===== config.mk =====
export PLATFORM = sky130hd
export DESIGN_NAME = shift_engine_flat
export DESIGN_NICKNAME = d
export VERILOG_FILES = /design/src/rtl/shift_engine_if.sv /design/src/rtl/shift_engine.sv /design/src/flat_wrapper.sv
export SDC_FILE = /design/constraint.sdc
export NUM_CORES = 1
export LEC_CHECK = 0
export ABC_CLOCK_PERIOD_IN_PS = 1800
export BUFFER_PORTS_ARGS = -buffer_cell sky130_fd_sc_hd__buf_2
export CAP_MARGIN = 40
export CORE_ASPECT_RATIO = 1.1
export CORE_MARGIN = 2
export CORE_UTILIZATION = 51
export DETAILED_ROUTE_END_ITERATION = 7
export PLACE_DENSITY = 0.83
export SLEW_MARGIN = 10
export SYNTH_ARGS = -nofsm -noshare
export SYNTH_HDL_FRONTEND = slang
export SYNTH_SLANG_ARGS = --single-unit

===== constraint.sdc =====
create_clock -name clk -period 1.8 [get_ports clk]
set_clock_uncertainty 0.1 [all_clocks]
set_input_delay 0.09 -clock clk [delete_from_list [all_inputs] [get_ports clk]]
set_output_delay 0.09 -clock clk [all_outputs]
set_load 0.005 [all_outputs]

===== src/rtl/shift_engine_if.sv =====
// Bundle between a control FSM, the shift engine and the downstream consumer.
// The master side drives the request and out_ready; the slave side is the engine.
interface shift_engine_if #(
  parameter int WIDTH = 8,
  parameter int AMT_W = 3,
  parameter int CNT_W = 4
);
  logic             start;
  logic [1:0]       mode;
  logic [AMT_W-1:0] shamt;
  logic [CNT_W-1:0] iter;
  logic [WIDTH-1:0] data_in;
  logic             busy;
  logic [WIDTH-1:0] data_out;
  logic             out_valid;
  logic             out_ready;

  modport master (
    output start, mode, shamt, iter, data_in, out_ready,
    input  busy, data_out, out_valid
  );

  modport slave (
    input  start, mode, shamt, iter, data_in, out_ready,
    output busy, data_out, out_valid
  );
endinterface


===== src/rtl/shift_engine.sv =====
// Iterative shift/rotate engine: capture on start, shamt-step iter times, present on valid/ready.
// Define SHIFT_ENGINE_ROT_EN to build rotate-left for mode 11; otherwise mode 11 acts as LSL.
module shift_engine #(
  parameter int WIDTH = 8,
  parameter int AMT_W = 3,
  parameter int CNT_W = 4
) (
  input  logic clk,
  input  logic rst_n,
  shift_engine_if.slave bus
);

  typedef enum logic [1:0] {
    S_IDLE = 2'd0,
    S_RUN  = 2'd1,
    S_OUT  = 2'd2
  } state_t;

  state_t           r_state;
  state_t           w_state_nxt;
  logic [WIDTH-1:0] r_save;
  logic [WIDTH-1:0] r_data_out;
  logic [CNT_W-1:0] r_cnt;
  logic [1:0]       r_mode;
  logic [AMT_W-1:0] r_shamt;
  logic             r_out_valid;

  logic             w_capture;
  logic             w_step;
  logic             w_finish;
  logic             w_accept;
  logic [WIDTH-1:0] w_lsl;
  logic [WIDTH-1:0] w_lsr;
  logic [WIDTH-1:0] w_asr;
  logic [WIDTH-1:0] w_step_val;
`ifdef SHIFT_ENGINE_ROT_EN
  logic [31:0]      w_rot_amt;
  logic [WIDTH-1:0] w_rol;
`endif

  always_comb begin
    // NOTE: every combinational output gets a default before the case so no path can infer a latch.
    w_state_nxt = r_state;
    w_capture   = 1'b0;
    w_step      = 1'b0;
    w_finish    = 1'b0;
    w_accept    = 1'b0;
    case (r_state)
      S_IDLE: begin
        if (bus.start) begin
          w_capture   = 1'b1;
          w_state_nxt = S_RUN;
        end
      end
      S_RUN: begin
        if (r_cnt == '0) begin
          w_finish    = 1'b1;
          w_state_nxt = S_OUT;
        end else begin
          w_step = 1'b1;
        end
      end
      S_OUT: begin
        if (bus.out_ready) begin
          w_accept    = 1'b1;
          w_state_nxt = S_IDLE;
        end
      end
      default: w_state_nxt = S_IDLE;
    endcase
  end

  // Shifts by >= WIDTH naturally yield zero (logical) or all sign bits (arithmetic).
  always_comb begin
    w_lsl = r_save << r_shamt;
    w_lsr = r_save >> r_shamt;
    w_asr = $signed(r_save) >>> r_shamt;
`ifdef SHIFT_ENGINE_ROT_EN
    w_rot_amt = 32'(r_shamt) % WIDTH;
    w_rol     = (r_save << w_rot_amt) | (r_save >> (WIDTH - w_rot_amt));
`endif
    case (r_mode)
      2'b01:   w_step_val = w_lsr;
      2'b10:   w_step_val = w_asr;
`ifdef SHIFT_ENGINE_ROT_EN
      2'b11:   w_step_val = w_rol;
`endif
      default: w_step_val = w_lsl;
    endcase
  end

  // NOTE: all state is updated with non-blocking assignments so every register sees pre-edge values.
  always_ff @(posedge clk or negedge rst_n) begin
    if (!rst_n) begin
      r_state     <= S_IDLE;
      r_save      <= '0;
      r_cnt       <= '0;
      r_mode      <= '0;
      r_shamt     <= '0;
      r_data_out  <= '0;
      r_out_valid <= 1'b0;
    end else begin
      r_state <= w_state_nxt;
      if (w_capture) begin
        r_save  <= bus.data_in;
        r_cnt   <= bus.iter;
        r_mode  <= bus.mode;
        r_shamt <= bus.shamt;
      end
      if (w_step) begin
        r_save <= w_step_val;
        r_cnt  <= r_cnt - 1'b1;
      end
      if (w_finish) begin
        r_data_out  <= r_save;
        r_out_valid <= 1'b1;
      end
      if (w_accept) begin
        r_out_valid <= 1'b0;
      end
    end
  end

  assign bus.busy      = (r_state != S_IDLE);
  assign bus.data_out  = r_data_out;
  assign bus.out_valid = r_out_valid;

endmodule


===== src/flat_wrapper.sv =====
// flat-port wrapper written by rule: the top's interface ports become plain ports
module shift_engine_flat 
#(
  parameter int WIDTH = 8,
  parameter int AMT_W = 3,
  parameter int CNT_W = 4
)
  (clk, rst_n, bus_start, bus_mode, bus_shamt, bus_iter, bus_data_in, bus_out_ready, bus_busy, bus_data_out, bus_out_valid);
  shift_engine_if #(.WIDTH(WIDTH), .AMT_W(AMT_W), .CNT_W(CNT_W)) bus_i ();
  input  logic clk;
  input  logic rst_n;
  input wire logic [$bits(bus_i.start)-1:0] bus_start;
  input wire logic [$bits(bus_i.mode)-1:0] bus_mode;
  input wire logic [$bits(bus_i.shamt)-1:0] bus_shamt;
  input wire logic [$bits(bus_i.iter)-1:0] bus_iter;
  input wire logic [$bits(bus_i.data_in)-1:0] bus_data_in;
  input wire logic [$bits(bus_i.out_ready)-1:0] bus_out_ready;
  output wire logic [$bits(bus_i.busy)-1:0] bus_busy;
  output wire logic [$bits(bus_i.data_out)-1:0] bus_data_out;
  output wire logic [$bits(bus_i.out_valid)-1:0] bus_out_valid;
  assign bus_i.start = bus_start;
  assign bus_i.mode = bus_mode;
  assign bus_i.shamt = bus_shamt;
  assign bus_i.iter = bus_iter;
  assign bus_i.data_in = bus_data_in;
  assign bus_i.out_ready = bus_out_ready;
  assign bus_busy = bus_i.busy;
  assign bus_data_out = bus_i.data_out;
  assign bus_out_valid = bus_i.out_valid;
  shift_engine #(.WIDTH(WIDTH), .AMT_W(AMT_W), .CNT_W(CNT_W)) u_core (.clk(clk), .rst_n(rst_n), .bus(bus_i));
endmodule

After elaboration in Yosys (flattened, before gate mapping). Cells that the tools add are included.

Logic and storage cells: 43. Register bits after elaboration: 28. Output and inout port bits: 10.

Multiplexer cells: 19. Reduce and logical (&&, ||, !) cells: 6. Shift-type cells: 3. Equal/unequal tests: 7. Add/subtract/negate cells: 1.

Operators by type and width (number): $mux W8 (2); $pmux W8 S2 (1); $mux W1 (10); $mux W4 (2); $shl A8 B3 Y8 (1); $shr A8 B3 Y8 (1); $sshr A8 B3 Y8 (1); $mux W2 (3); $pmux W2 S3 (1); $reduce_bool A2 Y1 (3); $eq A2 B1 Y1 const B (2); $eq A2 B2 Y1 const B (2); $logic_not A4 Y1 (1); $ne A2 B2 Y1 const B (2); $sub A4 B1 Y4 const B (1); $reduce_and A3 Y1 (1); $logic_not A2 Y1 (1); $ne A2 B1 Y1 const B (1).

Logic depth before layout (Yosys ltp).
Depth after elaboration: 5. Depth in mapped cells: 7. Depth with buffers taken out: 7.

Least setup slack after synthesis. OpenSTA, ideal clock, no wires.

Kind: register to register. Start point: register u_core.r_mode[0]. End point: register u_core.r_save[7]. Cell stages (with the launch flop): 7. Data arrival time: 1681 ps. Buffers on the path: 1. Slack: -115 ps. Setup time: 134 ps. Period minus slack after synthesis: 1915 ps. Data required time: 1566 ps. Path through: dfrtp_1 > inv_1 > ha_1 > clkbuf_1 > or4b_1 > o21ai_1 > a22oi_1.

Cells in the longest elaborated chain, start to end: 3.

Ends and longest elaborated chain: start: declaration (RTL line shift_engine.sv:24) `logic [1:0] r_mode;`; start signal: assignment (RTL line shift_engine.sv:107) `r_mode <= bus.mode;`; $eq A2 B2 Y1 or $eq A2 B1 Y1 (tied branches) (RTL line shift_engine.sv:82) `case (r_mode)`; $pmux W8 S2 * (RTL line shift_engine.sv:82); $mux W8 * (RTL line shift_engine.sv:110) `if (w_step) begin`; end signal: assignment (RTL line shift_engine.sv:105) `r_save <= bus.data_in;`; end signal: assignment (RTL line shift_engine.sv:111) `r_save <= w_step_val;`; end: declaration (RTL line shift_engine.sv:21) `logic [WIDTH-1:0] r_save;`.

Every way passes the cells marked *; elsewhere a longest branch is shown, timed or not. A chain may end at the register's enable or synchronous reset.

Worst setup path in the final report.
Start point: register u_core.r_shamt[0]. End point: register u_core.r_save[6].

Cells in the longest elaborated chain, start to end: 3.

Ends and longest elaborated chain: start: declaration (RTL line shift_engine.sv:25) `logic [AMT_W-1:0] r_shamt;`; start signal: assignment (RTL line shift_engine.sv:108) `r_shamt <= bus.shamt;`; $shl A8 B3 Y8, or another cell as far along (RTL line shift_engine.sv:75) `w_lsl = r_save << r_shamt;`; $pmux W8 S2 * (RTL line shift_engine.sv:82); $mux W8 * (RTL line shift_engine.sv:110).

Marked as above.

==> results <==
- The reported max-cap violation count is 0.
- For the worst setup path, the data arrival time is 1.98 ns.
- The detailed-placement wirelength estimate is about 3.8 mm.
- The tree is rooted in a clkbuf_8.
- In the routed design, unresolved DRC markers number 0.
- During synthesis, Yosys emitted a total of 0 warnings.
- The time the final worst path needs with I/O delays and setup is approximately 1.9 ns.
- The endpoint of the most critical register-to-register path is u_core.r_save[6].
- The power density normalized to cell area is ~2000 nW/um^2.
- The average instance area after synthesis is around 9.7 um^2.
- The register area share after synthesis is ~36%.
- After clock tree synthesis, the clock-pin slew on the worst setup and hold paths is 0.10 ns.
- The top cell type's share of synthesized area is 36.1%.
- TritonCTS built the clock tree.
- The final RePlAce weighted congestion is just over 0.9.
- The met1 track utilization from global routing is between 30% and 40%.
- Setup repair after global routing could not meet its margin everywhere.
- The die covers approximately 4300 um^2.
- STA puts the critical path data required time at between 1.5 and 2 ns.
- The initial core utilization is between 50% and 60%.
- The floorplan step defined a core boundary enclosing about 3700 um^2.
- In this run the static leakage power is ~0.0013 uW.
- The number of global-route vias before repair was around 1.9k.
- Power comes to around 5400 uW.
- The post-synthesis cell type with the largest combined area is dfrtp_1.
- The number of buffers created by CTS is 3.
- By area the synthesized netlist is led by dfrtp_1 36%, mux2_4 6.2%, nand2_1 5.6%, mux4_2 4.6%, mux2i_1 4.1%.
- The checks that failed: hold timing, setup timing.
- The number of standard-cell rows in the floorplan is 23.
- The worst hold margin is -0.00779 ns.
- The worst IR drop on VDD is 1100 uV.
- Setup slack on the worst reg-to-reg path comes out at -0.09 ns.
- Dividing the detail-routed wire length by the instance count gives approximately 17 um.
- Setup violations remaining at the end of the flow were counted as 13.
- Counting instances in the post-synthesis netlist gives the leading cell types as 29 x nand2_1, 28 x dfrtp_1, 10 x inv_1, 9 x nor2_1, 9 x o21ai_0.
- For this design, the sink count on the clock tree is 28.
- The most common cell in the synthesized netlist is nand2_1.
- The number of I/O port buffers is 30.
- Counting distinct cell types in the post-synthesis netlist gives 56.
- The final-layout fill cell count is around 250.
- The via-per-instance ratio is around 6.0.
- Yosys mapped a number of flops with a built-in enable equal to 0.
- The first detailed-routing pass took 5 iterations.
- Entering global routing, the biggest net connects 29 pins.
- The critical setup path kind is flip-flop to flip-flop.
- The fraction of registers with async set or reset after synthesis is between 90% and 100%.
- Detailed routing inserted a total of about 2k vias.
- The repair_antennas step left the layout with diodes totalling 0.
- The share of cells above drive strength 1 is 41.2%.
- The critical-path maximum fanout is 8.
- The number of hold-slack violations in the final timing report is 1.
- The worst setup path is launched from a flip-flop.
- The layer flagged by global routing as most heavily used is met2.
- The transition time of the tightest slew-check pin is around 0.63 ns.
- The multi-input combinational cell area is 1210 um^2.
- Synthesis produced a netlist whose cell count is 200.
- The die width is ~63 um.
- The height of the chip is roughly 69 um.
- After the first detailed-routing iteration, the DRC count stood at 172.
- The worst hold path terminates at u_core.r_cnt[3].
- Across all setup checks in the final design, the least slack found is -0.0862 ns.
- The routed wire length is 5.55 mm.
- For the worst flop-to-flop path, the logic depth is 6.
- The critical path capture point type is a flip-flop.
- The total number of nets in the final design is approximately 300.
- Global routing consumed, on the met2 layer, 50.8% of the routing resources.
- The worst min-delay path startpoint is bus_iter[3].
- The instance count along the most critical hold path is 3.
- Once detail routing completed, the nets flagged for antenna violations numbered 0.
- The initial antenna violation count came to 0.
- The area added between synthesis and finish is 38.8%.
- The flow ran to the end, but the final reports show violations.
- After global routing the overflow that remains totals 0.
- In this run the cell area of the synthesized design comes to around 1900 um^2.
- Counting flops and latches in the post-synthesis netlist gives 28.
- The number of nets handed over by synthesis was 224.
- The tightest min-delay check is of the input port to flip-flop type.
- The final-report max-slew violation count came to 0.
- The most used flip-flop cell after synthesis is dfrtp_1.
- The buffer depth of the longest clock path is 2.
- The first global-routing pass estimated 9.09 mm of wire.
- The register area is about 700 um^2.
- For the worst-skew pair, the clock arrives at the later sink with an insertion delay of between 0.2 and 0.3 ns.
- The final critical path takes up 105% of the cycle.
- The beginning of the worst register-to-register path is u_core.r_shamt[0].
- Global routing consumed, on the met3 layer, roughly 4.2% of the routing resources.
- The timing-limited maximum frequency is approximately 0.53 GHz.
- Global routing used between 20% and 30% of the available tracks.
- Headroom to the max-slew limit came out at between 50% and 60%.
- The deepest level of the CTS H-tree is 1.
- The number of primary I/O pins is 31.
worst max-delay path, stage by stage, from the launching register on:
cell      delay, ns
dfrtp_1        0.42
buf_12         0.15
buf_4          0.14
nand2b_1       0.18
a311oi_1       0.42
a211oi_2       0.13
o31ai_2        0.26
how the worst max path moves through the flow:
stage                                 start               end  slack [ns]  cells past startpoint
after detailed placement  u_core.r_shamt[0]  u_core.r_save[6]       -0.07                      5
after CTS                 u_core.r_shamt[0]  u_core.r_save[6]       -0.05                      5
after global routing      u_core.r_shamt[0]  u_core.r_save[0]       -0.16                      5
final                     u_core.r_shamt[0]  u_core.r_save[6]       -0.09                      6
after floorplan            u_core.r_mode[0]  u_core.r_save[7]      -0.004                      7
after global placement    u_core.r_shamt[0]  u_core.r_save[6]       -0.03                      5
placed cells by master (no fill, tap or decap), types with 5 or more instances in the layout:
cell           Yosys  routed
nand2_1           29      26
mux2_4             8       8
buf_2              6      32
inv_1             10      10
nand3_1            5       5
mux2i_1            8       8
buf_4              3      36
nor2_1             9       9
o21ai_0            9       9
dlygate4sd3_1      0      11
dfrtp_1           28      27
report_power, final:
part,switching [uW],internal [uW],leakage (uW)
Clock,212,298,0.0000357
Sequential,311,926,0.000345
Combinational,1800,1890,0.000885
cell type report:
type / instances / area share, %
clock buffer: 3 / 1.53
inverter: 11 / 1.53
sequential: 28 / 26.1
multi-input combinational: 147 / 44.9
timing repair buffer: 84 / 22.5
tap: 50 / 2.32
clock inverter: 1 / 1.12
logic make-up (layout without fill, tap and decap cells):
group                    after synthesis  count (layout)  share of synthesized area, %
AND/OR/NAND/NOR                       67              67                          17.7
multiplexers                          24              24                          17.3
adder cells (fa/ha/maj)                3               3                          1.94
AO/OA/AOI/OAI                         53              53                          20.7
buffers and inverters                 25              99                          6.19
flip-flops                            28              28                          36.1
registers in the layout, indices dropped and copies added (netlist names):
signal and cells:
u_core.bus.data_out 8, u_core.r_mode 2, u_core.bus.out_valid 1, u_core.r_shamt 3
u_core.r_state 2, u_core.r_cnt 4, u_core.r_save 8
stage by stage:
step | instances | util [%] | TNS [ns] | instance area, um^2 | worst slack (ns)
2_1_floorplan | 200 | - | -0.00431 | 1950 | -0.00431
3_3_place_gp | 300 | 64.4 | -0.0272 | 2350 | -0.0272
3_5_place_dp | 300 | 64.4 | -0.316 | 2350 | -0.0652
4_1_cts | 317 | 70.2 | -0.104 | 2560 | -0.0535
5_1_grt | 324 | 73.6 | -1.19 | 2690 | -0.159
6_report | 324 | 73.6 | -0.322 | 2690 | -0.0862
routing by layer:
layer / up-vias / routed length (um)
met5: - / 0
met4: 0 / 102
met3: 19 / 445
met2: 103 / 2840
met1: 941 / 2160
li1: 897 / -
what timing repair did:
item,4_1_cts,5_1_grt
resized for setup,6,16
hold buffers,11,0
buffers inserted,1,8
setup endpoints to repair,15,18
gates cloned,1,0
pin swaps,2,9
hold endpoints to repair,38,0
Note: power is estimated with default switching activity, not from simulation.
